File: src/rtl/fwd_hazard_ctrl_pkg.sv
`default_nettype none
// ============================================================================
// Module      : fwd_hazard_ctrl_pkg
// Description : Shared types and constants for the forwarding / hazard
//               controller: operand-source encodings, register address width
//               and the in-flight tag-slot record.
// Revision    : 1.0 - initial release
// ============================================================================
package fwd_hazard_ctrl_pkg;

  localparam int REG_W = 5;
  localparam int SRC_W = 2;

  // Operand-source select encoding shared by the A and B operand muxes
  typedef enum logic [SRC_W-1:0] {
    SRC_BANK = 2'b00,
    SRC_EX   = 2'b01,
    SRC_DM   = 2'b10,
    SRC_WB   = 2'b11
  } src_sel_e;

  // One in-flight instruction as seen by the forwarding logic
  typedef struct packed {
    logic             valid;
    logic             wr;
    logic             load;
    logic [REG_W-1:0] rw;
  } tag_slot_t;

  // A slot can forward to source r only if it really writes r; r0 never forwards
  function automatic logic slot_match(input tag_slot_t s, input logic [REG_W-1:0] r);
    return s.valid & s.wr & (s.rw == r) & (r != '0);
  endfunction

endpackage
`default_nettype wire

File: src/rtl/fwd_hazard_ctrl_if.sv
`default_nettype none
// ============================================================================
// Module      : fwd_hazard_ctrl_if
// Description : Decode-side request and operand-block control bundle of the
//               forwarding / hazard controller. The stall_cnt member exists
//               only when FWD_STALL_CNT_EN is defined.
// Revision    : 1.0 - initial release
// ============================================================================
interface fwd_hazard_ctrl_if;
  import fwd_hazard_ctrl_pkg::*;

  // Decode stage request
  logic             id_valid;
  logic [REG_W-1:0] id_ra;
  logic [REG_W-1:0] id_rb;
  logic [REG_W-1:0] id_rw;
  logic             id_wr;
  logic             id_load;
  logic             id_use_a;
  logic             id_use_b;
  logic             id_imm;
  logic             flush;

  // Operand block / pipeline control
  logic [SRC_W-1:0] mux_sel_a;
  logic [SRC_W-1:0] mux_sel_b;
  logic             imm_sel;
  logic             stall;
  logic [REG_W-1:0] rw_dm;
  logic             rw_dm_valid;
`ifdef FWD_STALL_CNT_EN
  logic [15:0]      stall_cnt;
`endif

  // Decode side: issues requests, consumes controls
  modport master (
    output id_valid, id_ra, id_rb, id_rw, id_wr, id_load,
           id_use_a, id_use_b, id_imm, flush,
    input  mux_sel_a, mux_sel_b, imm_sel, stall, rw_dm, rw_dm_valid
`ifdef FWD_STALL_CNT_EN
    , input stall_cnt
`endif
  );

  // Controller side
  modport slave (
    input  id_valid, id_ra, id_rb, id_rw, id_wr, id_load,
           id_use_a, id_use_b, id_imm, flush,
    output mux_sel_a, mux_sel_b, imm_sel, stall, rw_dm, rw_dm_valid
`ifdef FWD_STALL_CNT_EN
    , output stall_cnt
`endif
  );

endinterface
`default_nettype wire

File: src/rtl/fwd_src_sel.sv
`default_nettype none
// ============================================================================
// Module      : fwd_src_sel
// Description : Priority compare of one source register against the EX, DM
//               and WB tag slots; the youngest matching slot wins.
// Revision    : 1.0 - initial release
// ============================================================================
module fwd_src_sel
  import fwd_hazard_ctrl_pkg::*;
(
  input  logic             use_i,
  input  logic [REG_W-1:0] reg_i,
  input  tag_slot_t        ex_i,
  input  tag_slot_t        dm_i,
  input  tag_slot_t        wb_i,
  output logic [SRC_W-1:0] sel_o
);

  // The load flag is irrelevant for source selection
  logic unused_load;
  assign unused_load = ^{ex_i.load, dm_i.load, wb_i.load};

  // Youngest-first priority; an unused operand always reads the bank
  always_comb begin
    sel_o = SRC_BANK;
    if (use_i) begin
      if (slot_match(ex_i, reg_i))      sel_o = SRC_EX;
      else if (slot_match(dm_i, reg_i)) sel_o = SRC_DM;
      else if (slot_match(wb_i, reg_i)) sel_o = SRC_WB;
    end
  end

endmodule
`default_nettype wire

File: src/rtl/fwd_hazard_ctrl.sv
`default_nettype none
// ============================================================================
// Module      : fwd_hazard_ctrl
// Description : Forwarding and hazard controller. Tracks destination tags of
//               the EX/DM/WB instructions, drives operand-source selects,
//               stalls decode on load-use, and supplies the DM-stage write
//               address. Optional stall counter enabled by FWD_STALL_CNT_EN.
// Revision    : 1.0 - initial release
// ============================================================================
module fwd_hazard_ctrl
  import fwd_hazard_ctrl_pkg::*;
(
  input  logic              clk,
  input  logic              rst_n,
  fwd_hazard_ctrl_if.slave  bus
);

  tag_slot_t        ex_q, dm_q, wb_q;
  tag_slot_t        ex_d;
  logic [1:0]       rst_sync_q;
  logic             use_a, use_b;
  logic             haz_a, haz_b;
  logic             stall_w;
  logic [SRC_W-1:0] sel_a, sel_b;

  assign use_a = bus.id_use_a;
  assign use_b = bus.id_use_b & ~bus.id_imm;

  // Load-use: only the EX slot can hold a load whose data is not yet on a bus
  assign haz_a   = use_a & slot_match(ex_q, bus.id_ra);
  assign haz_b   = use_b & slot_match(ex_q, bus.id_rb);
  assign stall_w = bus.id_valid & ~bus.flush & ex_q.load & (haz_a | haz_b);

  // Decode insert; a stalled or flushed instruction enters EX as a bubble
  always_comb begin
    ex_d       = '0;
    ex_d.valid = bus.id_valid & ~stall_w & ~bus.flush;
    ex_d.wr    = bus.id_wr;
    ex_d.load  = bus.id_load;
    ex_d.rw    = bus.id_rw;
  end

  // Reset is taken asynchronously; release is held off two edges internally
  always_ff @(posedge clk or negedge rst_n) begin
    if (!rst_n) rst_sync_q <= 2'b00;
    else        rst_sync_q <= {rst_sync_q[0], 1'b1};
  end

  // Tag pipe advance: WB <= DM <= EX <= decode insert
  always_ff @(posedge clk or negedge rst_n) begin
    if (!rst_n) begin
      ex_q <= '0;
      dm_q <= '0;
      wb_q <= '0;
    end else if (!rst_sync_q[1]) begin
      ex_q <= '0;
      dm_q <= '0;
      wb_q <= '0;
    end else begin
      ex_q <= ex_d;
      dm_q <= ex_q;
      wb_q <= dm_q;
    end
  end

  fwd_src_sel u_sel_a (
    .use_i (use_a),
    .reg_i (bus.id_ra),
    .ex_i  (ex_q),
    .dm_i  (dm_q),
    .wb_i  (wb_q),
    .sel_o (sel_a)
  );

  fwd_src_sel u_sel_b (
    .use_i (use_b),
    .reg_i (bus.id_rb),
    .ex_i  (ex_q),
    .dm_i  (dm_q),
    .wb_i  (wb_q),
    .sel_o (sel_b)
  );

  assign bus.mux_sel_a   = sel_a;
  assign bus.mux_sel_b   = sel_b;
  assign bus.imm_sel     = bus.id_valid & bus.id_imm;
  assign bus.stall       = stall_w;
  assign bus.rw_dm       = dm_q.rw;
  assign bus.rw_dm_valid = dm_q.valid & dm_q.wr;

`ifdef FWD_STALL_CNT_EN
  logic [15:0] stall_cnt_q;
  logic [15:0] stall_cnt_d;

  // Saturating count of stalled cycles
  always_comb begin
    stall_cnt_d = stall_cnt_q;
    if (stall_w && (stall_cnt_q != 16'hFFFF)) stall_cnt_d = stall_cnt_q + 16'd1;
  end

  // Stall counter register
  always_ff @(posedge clk or negedge rst_n) begin
    if (!rst_n) stall_cnt_q <= 16'd0;
    else        stall_cnt_q <= stall_cnt_d;
  end

  assign bus.stall_cnt = stall_cnt_q;
`endif

endmodule
`default_nettype wire

File: src/flat_wrapper.sv
// flat-port wrapper written by rule: the top's interface ports become plain ports
module fwd_hazard_ctrl_flat import fwd_hazard_ctrl_pkg::*;
  (clk, rst_n, bus_id_valid, bus_id_ra, bus_id_rb, bus_id_rw, bus_id_wr, bus_id_load, bus_id_use_a, bus_id_use_b, bus_id_imm, bus_flush, bus_mux_sel_a, bus_mux_sel_b, bus_imm_sel, bus_stall, bus_rw_dm, bus_rw_dm_valid);
  fwd_hazard_ctrl_if bus_i ();
  input  logic clk;
  input  logic rst_n;
  input wire logic [$bits(bus_i.id_valid)-1:0] bus_id_valid;
  input wire logic [$bits(bus_i.id_ra)-1:0] bus_id_ra;
  input wire logic [$bits(bus_i.id_rb)-1:0] bus_id_rb;
  input wire logic [$bits(bus_i.id_rw)-1:0] bus_id_rw;
  input wire logic [$bits(bus_i.id_wr)-1:0] bus_id_wr;
  input wire logic [$bits(bus_i.id_load)-1:0] bus_id_load;
  input wire logic [$bits(bus_i.id_use_a)-1:0] bus_id_use_a;
  input wire logic [$bits(bus_i.id_use_b)-1:0] bus_id_use_b;
  input wire logic [$bits(bus_i.id_imm)-1:0] bus_id_imm;
  input wire logic [$bits(bus_i.flush)-1:0] bus_flush;
  output wire logic [$bits(bus_i.mux_sel_a)-1:0] bus_mux_sel_a;
  output wire logic [$bits(bus_i.mux_sel_b)-1:0] bus_mux_sel_b;
  output wire logic [$bits(bus_i.imm_sel)-1:0] bus_imm_sel;
  output wire logic [$bits(bus_i.stall)-1:0] bus_stall;
  output wire logic [$bits(bus_i.rw_dm)-1:0] bus_rw_dm;
  output wire logic [$bits(bus_i.rw_dm_valid)-1:0] bus_rw_dm_valid;
  assign bus_i.id_valid = bus_id_valid;
  assign bus_i.id_ra = bus_id_ra;
  assign bus_i.id_rb = bus_id_rb;
  assign bus_i.id_rw = bus_id_rw;
  assign bus_i.id_wr = bus_id_wr;
  assign bus_i.id_load = bus_id_load;
  assign bus_i.id_use_a = bus_id_use_a;
  assign bus_i.id_use_b = bus_id_use_b;
  assign bus_i.id_imm = bus_id_imm;
  assign bus_i.flush = bus_flush;
  assign bus_mux_sel_a = bus_i.mux_sel_a;
  assign bus_mux_sel_b = bus_i.mux_sel_b;
  assign bus_imm_sel = bus_i.imm_sel;
  assign bus_stall = bus_i.stall;
  assign bus_rw_dm = bus_i.rw_dm;
  assign bus_rw_dm_valid = bus_i.rw_dm_valid;
  fwd_hazard_ctrl u_core (.clk(clk), .rst_n(rst_n), .bus(bus_i));
endmodule
File: config.mk
export PLATFORM = sky130hd
export DESIGN_NAME = fwd_hazard_ctrl_flat
export DESIGN_NICKNAME = d
export VERILOG_FILES = /design/src/rtl/fwd_hazard_ctrl_pkg.sv /design/src/rtl/fwd_hazard_ctrl_if.sv /design/src/rtl/fwd_src_sel.sv /design/src/rtl/fwd_hazard_ctrl.sv /design/src/flat_wrapper.sv
export SDC_FILE = /design/constraint.sdc
export NUM_CORES = 1
export LEC_CHECK = 0
export ABC_AREA = 0
export CORE_ASPECT_RATIO = 0.5
export CORE_MARGIN = 2
export CORE_UTILIZATION = 50
export CTS_BUF_LIST = sky130_fd_sc_hd__clkbuf_2
export CTS_CLUSTER_DIAMETER = 40
export CTS_CLUSTER_SIZE = 20
export DETAILED_ROUTE_END_ITERATION = 6
export GPL_TIMING_DRIVEN = 0
export PLACE_DENSITY = 0.78
export SLEW_MARGIN = 20
export SYNTH_ARGS = -nofsm -noshare
export SYNTH_HDL_FRONTEND = slang
export SYNTH_HIERARCHICAL = 1
export SYNTH_SLANG_ARGS = --single-unit
File: constraint.sdc
create_clock -name clk -period 2.9 [get_ports clk]
set_clock_uncertainty 0.05 [all_clocks]
set_input_delay 0.58 -clock clk [delete_from_list [all_inputs] [get_ports clk]]
set_output_delay 0.58 -clock clk [all_outputs]
set_load 0.01 [all_outputs]
==> impl_metrics.toml, run 1 <==
[worst_setup_path]
cp_cell_sequence = "dlygate4sd2_1 -> or4_4 -> nor2_4 -> buf_4 -> nor4_4 -> o211a_1 -> dlygate4sd2_1"
start_kind = "input port"
end_kind = "primary output"
cpLargestDelayFamily = "simple AND/OR/NAND/NOR gates"
cp_num_buf_inv = 3
cpPeakStageDelay_ps = 550
cp_data_required_time_ps = 2270
cp_common_cell = "dlygate4sd2_1"
critPathKind = "in2out"
worstPathMaxFanout = 5
slowest_stage = "or4_4"
worstPathArrival_ps = 2210

[clocking]
clock_latency_ps = 360
h-tree-depth = 1
clock-sinks = 24
holdBufCountCts = 0
cts_buffer_depth = 2
cts_root_buf = "clkbuf_2"
cts_buffers = 3
clkTransAtPathRegs_ps = 240
cts_tree = "yes"

[timing]
period_needed_ps = 2840
post-route-period-util_pct = 98.0
worstMarginPinSlew_ps = 527
whs_ps = 91.8
setup_viol = 0
setup_tns_ps = 0
relSlewSlack_pct = 64.9
finalHoldViolations = 0
timing.fmax_ghz = 0.352
grt_setup_unrepaired = "no"
slew_violations = 0

[grt]
grt_pass1_vias = 1127
grt_first_pass_wirelength_mm = 5.49
grt_util_all_layers_pct = 22.2
overflow = 0
grt_max_degree = 25
antenna_found_initial = 0

[hold_path]
hp-class = "in2async"

[floorplan]
dieWidth_um = 80.1
dieArea_mm2 = 0.00337
ios = 36
initial_utilization_pct = 54.3
die_h_um = 42.1
design.core.area_mm2 = 0.00267
core.rowCount = 13

[finish]
diodes = 0
n_fill_cell = 216
area_growth_syn_to_layout_pct = 34.5
final_nets = 211
final_core_util_pct = 73.1
post-route-cell-area_mm2 = 0.00195
drive_gt1_share_pct = 15.6

[logic_synthesis]
synth_fp_nets = 169
yosysWarnings = 6
postSynthCellCount = 145
syn_area_per_cell_um2 = 9.99
synth_area_mm2 = 0.00145

[detailed_routing]
postRouteAntennaNets = 0
vias_per_cell = 5.36
drt_iter0_drc = 68
wl_per_cell_um = 15.8
drc_errors = 0
wirelength_mm = 3.52
dr.pass1.iters = 4
vias = 1195

[power]
p_sw_share_pct = 26.0
p_leak_nw = 0.820
pwr-share-comb_pct = 18.1
ir_drop_uv = 296
netSwitchingPower_uw = 189
internal_power_uw = 538
p_per_area_mw_per_mm2 = 373
power_frac_clock_pct = 31.4
p_seq_share_pct = 50.5

[place]
dpl.hpwl_mm = 2.63
placed_area_mm2 = 0.00185
portBuffers = 35
gp_congestion = 0.866

[run]
maxCapViolations = 0

[outcome]
outcome = "finished, final reports clean"
-- power by group through the flow --
stage / clock network [mW] / registers (mW) / logic (mW)
after floorplan: 0 / 0.366 / 0.0625
final: 0.228 / 0.367 / 0.131
after detailed placement: 0 / 0.372 / 0.129
after global placement: 0 / 0.371 / 0.125
after global routing: 0.251 / 0.369 / 0.144
after CTS: 0.232 / 0.366 / 0.129
-- stage by stage --
step / cells / power, mW / worst slack [ps]
3_5_place_dp: 217 / 0.501 / -576
2_1_floorplan: 145 / 0.428 / 644
6_report: 223 / 0.727 / 56.8
5_1_grt: 223 / 0.764 / 10.2
4_1_cts: 223 / 0.727 / 8.46
3_3_place_gp: 217 / 0.497 / -552
-- path summary, 6_finish.rpt --
kind | startpoint | end | slack [ps] | depth (start not counted)
max | bus_id_rb[4] | bus_mux_sel_b[1] | 60 | 7
min | rst_n | u_core/bus.rw_dm[4] | 90 | 1
max reg2reg | u_core/ex_q[3] | u_core/ex_q[7] | 1430 | 4
min reg2reg | u_core/rst_sync_q[0] | u_core/rst_sync_q[1] | 350 | 0
max in group asynchronous | rst_n | u_core/ex_q[3] | 2340 | 1
min in group clk | u_core/rst_sync_q[0] | u_core/rst_sync_q[1] | 350 | 0
-- flip-flops by register name (all words and copies together), names as in the netlist --
register,count
u_core/dm_q,2
u_core/rst_sync_q,2
u_core/wb_q,7
u_core/bus.rw_dm,5
u_core/ex_q,8
-- per-layer routing --
| metal | routed length, um | track usage (%) | vias to the layer above |
|---|---|---|---|
| li1 | - | - | 576 |
| met1 | 1570 | 30.5 | 554 |
| met2 | 1550 | 33.8 | 56 |
| met3 | 315 | 7.11 | 9 |
| met4 | 80 | 6.10 | 0 |
| met5 | 0 | 0 | - |
-- what timing repair did --
action	in CTS	in global routing
endpoints found under the setup margin	5	3
pin swaps	2	1
gates resized for setup	30	5
hold endpoints to repair	0	0
setup buffers	2	0
cloned	0	0
-- final cells by class --
| class | count | area, um2 | share of cell area [%] |
|---|---|---|---|
| clock inverters | 1 | 30.0 | 1.54 |
| repair buffers | 37 | 358 | 18.4 |
| clock buffers | 3 | 15.0 | 0.770 |
| multi-input cells | 105 | 820 | 42.0 |
| well taps | 37 | 46.3 | 2.37 |
| flip-flops and latches | 24 | 602 | 30.9 |
| inverters | 9 | 33.8 | 1.73 |
| plain buffers | 7 | 45.0 | 2.31 |
-- cell usage in the layout, fill, tap and decap left out, drive strengths merged, types with 3 or more instances in the layout --
cell and n:
clkbuf 5, nor3 4, nand2 4, xor2 4
clkdlybuf4s15 5, and2 23, xnor2 28, inv 9
nand2b 3, nand4 4, dfrtp 24, nor4 4
o211ai 3, buf 8, nand3 6, clkdlybuf4s50 19
nor2 3, dlygate4sd2 9
Note: power is estimated with default switching activity, not from simulation.
==> run 2: changes to the inputs <==
--- a/config.mk
+++ b/config.mk
@@ -15,6 +15,7 @@
 export DETAILED_ROUTE_END_ITERATION = 6
 export GPL_TIMING_DRIVEN = 0
 export PLACE_DENSITY = 0.78
+export SKIP_LAST_GASP = 1
 export SLEW_MARGIN = 20
 export SYNTH_ARGS = -nofsm -noshare
 export SYNTH_HDL_FRONTEND = slang
==> impl_metrics.toml, run 2 (synthesis gave the netlist of run 1 again) <==
[detailed_routing]
drc_errors = 0
wl_per_cell_um = 15.9
postRouteAntennaNets = 0
vias = 1191
drt_iter0_drc = 68
wirelength_mm = 3.54
dr.pass1.iters = 4
vias_per_cell = 5.34

[finish]
diodes = 0
final_nets = 211
final_core_util_pct = 73.2
area_growth_syn_to_layout_pct = 34.8
layout_commonest_cell = "xnor2_1"
drive_gt1_share_pct = 15.6
layout_common_cells = "28 x xnor2_1, 23 x and2_1, 23 x dfrtp_1"
top_register = "u_core/ex_q"
largest_reg_flops = 8
n_fill_cell = 215

[grt]
grt_max_degree = 25
grt_util_all_layers_pct = 22.2
overflow = 0
antenna_found_initial = 0
grt_first_pass_wirelength_mm = 5.49
grt_pass1_vias = 1127

[floorplan]
initial_utilization_pct = 54.3
die_h_um = 42.1
design.core.area_mm2 = 0.00267
dieArea_mm2 = 0.00337
core.rowCount = 13
dieWidth_um = 80.1
ios = 36

[place]
portBuffers = 35
dpl.hpwl_mm = 2.63
post-place-ws_ps = -576
gp_congestion = 0.866

[clocking]
cts_tree = "yes"
clkTransAtPathRegs_ps = 240
clock-sinks = 24
h-tree-depth = 1
cts_buffers = 3
holdBufCountCts = 0
clock_latency_ps = 360
cts_buffer_depth = 2
cts_root_buf = "clkbuf_2"

[timing]
setup_viol = 0
slew_violations = 0
relSlewSlack_pct = 64.9
timing.fmax_ghz = 0.351
post-route-period-util_pct = 98.2
finalHoldViolations = 0
worstMarginPinSlew_ps = 526
grt_setup_unrepaired = "no"
period_needed_ps = 2850
fin_ws_ps = 52.3

[worst_setup_path]
ff2ff_setup_slack_ps = 1430
cpLargestDelayFamily = "simple AND/OR/NAND/NOR gates"
end_kind = "primary output"
worstPathArrival_ps = 2220
rr_worst_depth = 4
cp_data_required_time_ps = 2270
worstPathMaxFanout = 5
timing.rr.end = "u_core/ex_q[7]"
critPathKind = "in2out"
start_kind = "input port"
cpPeakStageDelay_ps = 550
cp_common_cell = "dlygate4sd2_1"
worstReg2RegStart = "u_core/ex_q[3]"
slowest_stage = "or4_4"
setup.worst_path.start = "bus_id_rb[4]"
cp_num_buf_inv = 3
cp_cell_sequence = "dlygate4sd2_1 -> or4_4 -> nor2_4 -> buf_4 -> nor4_4 -> o211a_1 -> dlygate4sd2_1"

[power]
p_seq_share_pct = 50.5
p_per_area_mw_per_mm2 = 372
p_leak_nw = 0.834
finalPower_uw = 727
netSwitchingPower_uw = 189
p_sw_share_pct = 26.0
ir_drop_uv = 296
pwr-share-comb_pct = 18.1
power_frac_clock_pct = 31.4
internal_power_uw = 538

[hold_path]
hp-class = "in2async"

[run]
maxCapViolations = 0

[outcome]
outcome = "finished, final reports clean"
[run 2: worst max path at each step]
stage	end	slack [ps]	cells after the start
finish	bus_mux_sel_b[1]	50	7
global route	bus_mux_sel_a[1]	10	7
CTS	bus_mux_sel_a[0]	-180	7
detailed placement	bus_mux_sel_a[0]	-580	7
global placement	bus_mux_sel_b[0]	-550	7
floorplan	bus_mux_sel_a[0]	640	5
[run 2: layout make-up]
| type | instances | area (um2) | area share [%] |
|---|---|---|---|
| tap | 37 | 46.3 | 2.37 |
| buffer | 7 | 45.0 | 2.31 |
| timing repair buffer | 37 | 362 | 18.5 |
| inverter | 9 | 33.8 | 1.73 |
| clock inverter | 1 | 30.0 | 1.54 |
| sequential | 24 | 602 | 30.8 |
| clock buffer | 3 | 15.0 | 0.769 |
| multi-input combinational | 105 | 820 | 42.0 |
[run 2: through the flow]
stage          instance area, um2  hold WS [ps]  instances  TNS, ps
2_1_floorplan                1450           234        145        0
3_3_place_gp                 1850           282        217    -2270
3_5_place_dp                 1850           297        217    -2470
4_1_cts                      1930           343        223     -177
5_1_grt                      1950          94.6        223        0
6_report                     1950          91.4        223        0
[run 2: power by group through the flow]
stage	logic (mW)	registers (mW)	clock network, mW
CTS	0.129	0.366	0.232
global route	0.144	0.369	0.251
detailed placement	0.129	0.372	0
floorplan	0.0625	0.366	0
global placement	0.125	0.371	0
finish	0.131	0.367	0.228
[run 2: timing repair]
item,in CTS,in global routing
endpoints found under the setup margin,5,4
resized for setup,29,6
buffers inserted,2,0
pin swaps,2,1
gates cloned,0,0
[run 2: per-layer routing]
metal	track usage, %	wire length, um
met1	30.5	1550
met2	33.8	1560
met3	7.11	347
met4	6.10	80
met5	0	0
